==> config.mk <==
export PLATFORM = sky130hd
export DESIGN_NAME = paged_mmu_pipe
export DESIGN_NICKNAME = d
export VERILOG_FILES = /design/src/rtl/paged_mmu_pipe.sv
export SDC_FILE = /design/constraint.sdc
export NUM_CORES = 1
export LEC_CHECK = 0
export ABC_AREA = 1
export CAP_MARGIN = 20
export CELL_PAD_IN_SITES_DETAIL_PLACEMENT = 2
export CELL_PAD_IN_SITES_GLOBAL_PLACEMENT = 2
export CORE_UTILIZATION = 38
export DETAILED_ROUTE_END_ITERATION = 10
export MAX_ROUTING_LAYER = met4
export PLACE_DENSITY_LB_ADDON = 0.1
export RECOVER_POWER = 25
export SYNTH_ARGS = -nofsm -noshare
export SYNTH_HDL_FRONTEND = slang
export SYNTH_SLANG_ARGS = --single-unit
==> constraint.sdc <==
create_clock -name i_clk -period 2.7 [get_ports i_clk]
set_clock_uncertainty 0.1 [all_clocks]
set_input_delay 0.54 -clock i_clk [delete_from_list [all_inputs] [get_ports i_clk]]
set_output_delay 0.54 -clock i_clk [all_outputs]
set_load 0.01 [all_outputs]
==> src/rtl/paged_mmu_pipe.sv <==
// Pipelined page-translation unit: a 2^IDX_W-entry page table written over the SR bus,
// cleared by a post-reset sweep, and a one-deep valid/ready response stage with fault counting.
module paged_mmu_pipe #(
  parameter int          VA_W    = 16,
  parameter int          PA_W    = 24,
  parameter int          IDX_W   = 4,
  parameter logic [15:0] SR_BASE = 16'h0100
) (
  input  logic            i_clk,
  input  logic            i_rst,
  input  logic            i_req_valid,
  output logic            o_req_ready,
  input  logic [VA_W-1:0] i_req_addr,
  input  logic            i_pag_en,
  output logic            o_rsp_valid,
  input  logic            i_rsp_ready,
  output logic [PA_W-1:0] o_rsp_addr,
  output logic            o_rsp_cacheable,
  output logic            o_rsp_fault,
  input  logic [15:0]     i_sr_addr,
  input  logic [15:0]     i_sr_data,
  input  logic            i_sr_we,
  output logic            o_busy,
  output logic [7:0]      o_fault_cnt
);
  localparam int OFF_W   = VA_W - IDX_W;
  localparam int FRAME_W = PA_W - OFF_W;
  localparam int ENT_W   = FRAME_W + 2;
  localparam int ENTRIES = 2 ** IDX_W;
  localparam logic [15:0] ENT_MASK = 16'hC000 | 16'((1 << FRAME_W) - 1);

  typedef enum logic {ST_CLEAR, ST_RUN} state_e;

  function automatic logic [7:0] sat_inc8(input logic [7:0] v);
    return (v == 8'hFF) ? v : v + 8'd1;
  endfunction

  state_e             state_q;
  logic [IDX_W-1:0]   cnt_q;
  logic [ENT_W-1:0]   tbl_q [ENTRIES];

  logic [15:0]        sr_off;
  logic               sr_hit;
  logic               sr_data_unused;
  logic [ENT_W-1:0]   ent;
  logic               acc;
  logic [PA_W-1:0]    xl_addr;
  logic               xl_c, xl_f;

  logic               rsp_valid_q, rsp_valid_d;
  logic [PA_W-1:0]    rsp_addr_q, rsp_addr_d;
  logic               rsp_c_q, rsp_c_d;
  logic               rsp_f_q, rsp_f_d;
  logic [7:0]         fault_cnt_q, fault_cnt_d;

  // Control FSM: sweep every entry once, then run until the next reset.
  always_ff @(posedge i_clk) begin
    if (i_rst) begin
      state_q <= ST_CLEAR;
      cnt_q   <= '0;
    end else if (state_q == ST_CLEAR) begin
      cnt_q <= cnt_q + IDX_W'(1);
      if (cnt_q == '1) state_q <= ST_RUN;
    end
  end

  // Table write port: the sweep owns it while clearing, so SR writes are dropped then.
  assign sr_off         = i_sr_addr - SR_BASE;
  assign sr_hit         = i_sr_we && (i_sr_addr >= SR_BASE) && (sr_off[15:IDX_W] == '0);
  assign sr_data_unused = ^(i_sr_data & ~ENT_MASK);

  always_ff @(posedge i_clk) begin
    if (state_q == ST_CLEAR) tbl_q[cnt_q] <= '0;
    else if (sr_hit)         tbl_q[sr_off[IDX_W-1:0]] <= {i_sr_data[15], i_sr_data[14], i_sr_data[FRAME_W-1:0]};
  end

  // Lookup reads the registered table, so a same-edge SR write is seen only by later requests.
  assign ent         = tbl_q[i_req_addr[VA_W-1 -: IDX_W]];
  assign o_req_ready = (state_q == ST_RUN) && (!rsp_valid_q || i_rsp_ready);
  assign acc         = i_req_valid && o_req_ready;

  always_comb begin
    xl_addr = '0;
    xl_c    = 1'b0;
    xl_f    = 1'b0;
    if (!i_pag_en) begin
      xl_addr = PA_W'(i_req_addr);
      xl_c    = 1'b1;
    end else if (ent[ENT_W-1]) begin
      xl_addr = {ent[FRAME_W-1:0], i_req_addr[OFF_W-1:0]};
      xl_c    = ent[ENT_W-2];
    end else begin
      xl_f    = 1'b1;
    end
  end

  always_comb begin
    rsp_valid_d = rsp_valid_q;
    rsp_addr_d  = rsp_addr_q;
    rsp_c_d     = rsp_c_q;
    rsp_f_d     = rsp_f_q;
    fault_cnt_d = fault_cnt_q;
    if (acc) begin
      rsp_valid_d = 1'b1;
      rsp_addr_d  = xl_addr;
      rsp_c_d     = xl_c;
      rsp_f_d     = xl_f;
      if (xl_f) fault_cnt_d = sat_inc8(fault_cnt_q);
    end else if (i_rsp_ready) begin
      rsp_valid_d = 1'b0;
    end
  end

  // Response stage: holds its payload until the consumer takes it.
  always_ff @(posedge i_clk) begin
    if (i_rst) begin
      rsp_valid_q <= 1'b0;
      rsp_addr_q  <= '0;
      rsp_c_q     <= 1'b0;
      rsp_f_q     <= 1'b0;
      fault_cnt_q <= '0;
    end else begin
      rsp_valid_q <= rsp_valid_d;
      rsp_addr_q  <= rsp_addr_d;
      rsp_c_q     <= rsp_c_d;
      rsp_f_q     <= rsp_f_d;
      fault_cnt_q <= fault_cnt_d;
    end
  end

  assign o_busy          = (state_q == ST_CLEAR);
  assign o_rsp_valid     = rsp_valid_q;
  assign o_rsp_addr      = rsp_addr_q;
  assign o_rsp_cacheable = rsp_c_q;
  assign o_rsp_fault     = rsp_f_q;
  assign o_fault_cnt     = fault_cnt_q;
endmodule

=== After elaboration in Yosys (flattened, before gate mapping) ===
Memories as Yosys holds them, arrays and structs flattened.
Index checks and enable logic that the tools add are counted.

* Bits in registers: 40
* RAM bits: 224
* Output and inout bits: 37
* Memories kept: 1

* Add/subtract/negate cells: 3
* Order comparisons: 1
* Equality and inequality tests: 2
* Multiplexer cells: 17
* Bitwise gates (word level): 2
* Reduce and logical (&&, ||, !) cells: 10

{| class="wikitable"
|+ Memory list
! memory !! depth !! width !! rd ports !! clocked after Yosys merged registers in !! write ports !! RTL line !! source
|-
| tbl_q || 16 || 14 || 1 || 0 || 1 || 40 || <nowiki>logic [ENT_W-1:0] tbl_q [ENTRIES];</nowiki>
|}

{| class="wikitable"
|+ Operators by type and width
! cell !! number
|-
| $mux W24 || 2
|-
| $ge A16 B9 Y1 const B || 1
|-
| $sub A16 B9 Y16 const B || 1
|-
| $mux W14 || 1
|-
| $reduce_or A14 Y1 || 1
|-
| $mux W1 || 13
|-
| $logic_not A12 Y1 || 1
|-
| $add A8 B1 Y8 const B || 1
|-
| $eq A8 B8 Y1 const B || 1
|-
| $add A4 B1 Y4 const B || 1
|-
| $eq A4 B4 Y1 const B || 1
|-
| $logic_and A1 B1 Y1 || 4
|-
| $mux W4 || 1
|-
| $reduce_and A3 Y1 || 1
|-
| $not A1 Y1 || 2
|-
| $reduce_bool A2 Y1 || 1
|-
| $logic_not A1 Y1 || 1
|-
| $logic_or A1 B1 Y1 || 1
|}

=== Depth between registers and ports, before layout ===
* Depth after elaboration: 8
* Gate-level depth with buffers: 12

=== Worst setup path after synthesis ===
OpenSTA, ideal clock, no wires.

* Kind: input -> register
* Start point: input port i_sr_addr[10]
* End point: memory tbl_q[12][0] (netlist name), enable pin
* Setup time: 0.384 ns
* Arrival time: 2.083 ns
* Required time: 2.216 ns
* Path slack: 0.133 ns
* Stages on the path: 10
* Path buffers: 1
* Cell sequence: nor2_1 -> nand2_1 -> nor3_4 -> nand3_1 -> buf_4 -> nand2_1 -> o21ai_2 -> nor2_1 -> nand2_1 -> nor2_1

* Longest elaborated chain between the ends: 8

{| class="wikitable"
|+ Ends and longest elaborated chain
! what !! RTL line !! source
|-
| start, declared || 20 || <nowiki>input logic [15:0] i_sr_addr,</nowiki>
|-
| $sub A16 B9 Y16 or $ge A16 B9 Y1 (tied branches) || 68, 69 ||
|-
| $logic_not A12 Y1 or $logic_and A1 B1 Y1 (tied branches) || 69 || <nowiki>assign sr_hit = i_sr_we && (i_sr_addr >= SR_BASE) && (sr_off[15:IDX_W] == '0);</nowiki>
|-
| $logic_and A1 B1 Y1 (*) || 69 ||
|-
| $mux W1 (*) || 74 || <nowiki>else if (sr_hit) tbl_q[sr_off[IDX_W-1:0]] <= {i_sr_data[15], i_sr_data[14], i_sr_data[FRAME_W-1:0]};</nowiki>
|-
| $mux W1 (*) || 73 || <nowiki>if (state_q == ST_CLEAR) tbl_q[cnt_q] <= '0;</nowiki>
|-
| $mux W1 (implied by the code) (*) || 74 ||
|-
| $reduce_or A14 Y1 (no source line) || - ||
|-
| $mux W4 (no source line) or $mux W1 (tied branches) || - ||
|-
| end, declared || 40 ||
|}

Mark *: on every way between the ends. The rest lies on a longest branch, timed or not.

=== Worst setup path in the final report ===
* Start point: register state_q
* End point: output port o_req_ready

* Longest elaborated chain between the ends: 1

{| class="wikitable"
|+ Ends and longest elaborated chain
! what !! RTL line !! source
|-
| start, declared || 38 || <nowiki>state_e state_q;</nowiki>
|-
| start signal, assigned || 59 || <nowiki>state_q <= ST_CLEAR;</nowiki>
|-
| start signal, assigned || 63 || <nowiki>if (cnt_q == '1) state_q <= ST_RUN;</nowiki>
|-
| $logic_and A1 B1 Y1 || 79 || <nowiki>assign o_req_ready = (state_q == ST_RUN) && (!rsp_valid_q || i_rsp_ready);</nowiki>
|-
| end, declared || 12 || <nowiki>output logic o_req_ready,</nowiki>
|}

No other way between the ends.

==> results.env <==
RUN_STATUS='finished clean'
CTSHTREEMAXLEVEL=1
PLACED_CELL_AREA_UM2=13200
SYN_TO_FINAL_GROWTH_PCT=23.6
FINALNONFILLERCELLS=1689
CTS_HOLD_BUF=0
SYNTHARSTFLOPSHARE_PCT=0
DRC=0
WORST_EP_ARRIVAL_TIME_PS=1870
CRIT_PATH_MAX_INCR_DELAY_PS=540
NUMBER_OF_ANTENNA_VIOLATIONS_AT_THE_FIRST_CHECK_IN_GLOBAL_ROUTING=0
WORST_MIN_DELAY_PATH_CATEGORY='flip-flop to flip-flop'
YOSYSTOPAREACELLSHARE_PCT=58.8
FIN_TOTAL_PWR_mW=9.30
NFILLCELLS=3142
YS_TOP_CELLS_BY_COUNT='nand2_1 (354), edfxtp_1 (224), nand3_1 (150)'
CRIT_SLOWEST_CELL='clkdlybuf4s50_1'
GLOBAL_ROUTE.OVERFLOW_TOTAL=0
CRIT_PATH_CELL_TRACE='inv_2, nor2_4, clkdlybuf4s50_1'
FINAL_MIN_PERIOD_OVER_CLOCK_PERIOD_PCT=92.9
ENDPOINT_KIND_OF_THE_WORST_SETUP_TIMING_PATH='output pin'
TRITONCTS.NUM_BUFFERS=30
POSTSYNTHNETCOUNT=1195
TRITONCTS='built'
GRT_MAX_DEGREE=50
YOSYSSEQAREASHARE_PCT=65.8
WIRE_PER_INST_UM=21.8
CTS.SINKS=264
POST_SYNTH_INSTANCE_AREA_UM2=11400
SYNTH_CELL_TYPE_COUNT=34
MAX_FREQ_MHz=399
VIA_PER_INST=5.10
START_UTIL_PCT=38.6
GLOBALROUTETOTALUTIL_PCT=25.2
DIE_W_UM=175
YS_DOMINANT_REG_CELL='edfxtp_1'
POST-ROUTE-CELL-AREA_UM2=14100
DP.FINAL_HPWL_MM=25.0
TOP_COUNT_CELL_POST_SYNTH='nand2_1'
POSTSYNTHREGISTERBITS=264
RELSLEWSLACK_PCT=45.6
PERIOD_NEEDED_PS=2510
ROUTABILITYCONGESTION=0.767
SYNTHTOPCELLSBYAREA='edfxtp_1 (59%), nand2_1 (12%), dfxtp_1 (7.0%)'
DP_CELLS=1634
ANTENNA_LEFT=0
POWER_PER_CELL_AREA_nW_PER_UM2=658
DR_TOTAL_VIAS=8611
CTS_MAX_PATH_BUFFERS=3
CTS_REPAIR_RESIZE_COUNT=0
CTS_ROOT_BUFFER='clkbuf_16'
POSTSYNTHCELLCOUNT=1139
DETAIL_ROUTE.ITER0.VIOLATIONS=459
PORT_BUFFERS=88
DIE_AREA_UM2=30800
SYNTH.LARGEST_AREA_CELL='edfxtp_1'
CTS.REPORTEDPATHS.CLKPINSLEW_PS=60
SETUP_VIOL_COUNT_FINAL=0
TIMING.FINAL.HOLD_VIOLATIONS=0
DR.PASS1.ITERS=4
SYNTH_WARNINGS=0
TIMING.MAX_CAP.VIOLATIONS=0
SETUP.WORST_PATH.CLASS='flip-flop to output pin'
COUNT_OF_INSERTED_ANTENNA_DIODE_CELLS=0
DIEHEIGHT_UM=175
SLEW_OF_THE_PIN_WITH_THE_LOWEST_SLEW_MARGIN_PS=816
TYPE_OF_ELEMENT_LAUNCHING_THE_CRITICAL_PATH='flip-flop'
SEQ_AREA_UM2=7530
POST_CTS.REPAIR.SETUP_BUFFERS=0
WORST-R2R-SETUP-SLACK_PS=560
TOTAL_LEAKAGE_POWER_nW=5.87
ROW_COUNT=63
GRT_PASS1_VIAS=9620
POSTROUTEWIRELENGTH_MM=36.8
IR_WORST_VDD_mV=0.464
NUMBER_OF_ENABLE_TYPE_REGISTER_CELLS_IN_THE_SYNTHESIZED_NETLIST=224
PIN_COUNT=91
GRT_PASS1_WL_MM=56.7
SLEW_VIOL_FINAL=0
FP.COREAREA_UM2=29600
UNREPAIRED_SETUP_ENDPOINTS_AFTER_GLOBAL_ROUTING='false'
NUM-NETS-FINAL=1332
FINAL_LAYOUT_SIZE_SUFFIX_GT1_SHARE_PCT=10.5
CP_DATA_REQUIRED_TIME_PS=2060
COMBINED_AREA_OF_THE_MULTI_INPUT_LOGIC_CELLS_UM2=3020
AVGSYNTHCELLAREA_UM2=10.0
CRITICAL_PATH_PEAK_FANOUT=8
FINAL_UTIL_PCT=47.7
CLK_LATENCY_PS=560
power by group:
part	internal [mW]	switching, mW	total, mW
combinational	0.219	0.400	0.620
clock	2.54	1.67	4.21
sequential	4.44	0.0207	4.46
cell families (layout without fill, tap and decap cells):
group / count (synthesis) / in the layout / synth area share, %
xor+xnor: 5 / 5 / 0.383
fa+ha+maj: 2 / 2 / 0.219
flops: 264 / 264 / 65.8
compound gates: 74 / 74 / 3.40
simple gates: 599 / 599 / 22.4
buf+inv: 195 / 355 / 7.74
cell type report:
class / instances / share of cell area (%)
sequential: 264 / 53.3
timing repair buffer: 163 / 11.1
tap: 390 / 3.45
clock buffer: 38 / 5.89
multi-input combinational: 680 / 21.4
inverter: 137 / 3.67
clock inverter: 17 / 1.28
per-stage QoR:
stage / setup WS, ps / hold slack [ps] / setup TNS [ps]
2_1_floorplan: 133 / 343 / 0
3_3_place_gp: -167 / 352 / -26850
3_5_place_dp: -256 / 361 / -45640
4_1_cts: 166 / 370 / 0
5_1_grt: 59.6 / 379 / 0
6_report: 192 / 365 / 0
layer usage:
metal / GRT usage, % / vias to the layer above / share of wire, %
li1: - / 4037 / -
met1: 31.1 / 4331 / 43
met2: 43.9 / 191 / 51
met3: 3.33 / 52 / 4.7
met4: 6.09 / 0 / 2.0
met5: - / - / 0
cell usage in the layout (no fill, tap or decap), drive strengths merged:
cell           netlist  layout
xor2                 2       2
ha                   2       2
and3                 1       1
nand4               16      16
nor2                67      67
edfxtp             224     224
nand2              356     356
bufinv               0       4
or2                  1       1
dfxtp               40      40
o21ai               28      28
xnor2                3       3
o211ai               6       6
nor3                 2       2
nand3              155     155
clkinv               0      13
inv                137     137
buf                 44      65
clkdlybuf4s50        0      84
nor4                 1       1
dlygate4sd3          0       2
clkbuf              14      50
a21oi               40      40
critical path, delay by kind of cell (launching register included):
family	cells	cell delay, ps
DFF	1	460
and+or+nand+nor	1	150
buffers and inverters	2	700
worst paths after layout:
kind                                   start                    endpoint  cells past startpoint
setup reg to reg          state_q$_SDFF_PP0_       tbl_q[9][0]$_DFFE_PP_                      4
setup / recovery          state_q$_SDFF_PP0_                 o_req_ready                      3
hold reg to reg   o_rsp_addr[3]$_SDFFE_PP0P_  o_rsp_addr[3]$_SDFFE_PP0P_                      2
hold / removal    o_rsp_addr[3]$_SDFFE_PP0P_  o_rsp_addr[3]$_SDFFE_PP0P_                      2
flip-flops by register name (all words and copies together), names as in the netlist:
register         cells
o_fault_cnt          8
o_rsp_fault          1
o_rsp_valid          1
cnt_q                4
o_rsp_addr          24
tbl_q              224
state_q              1
o_rsp_cacheable      1
(Power assumes the default switching activity.)
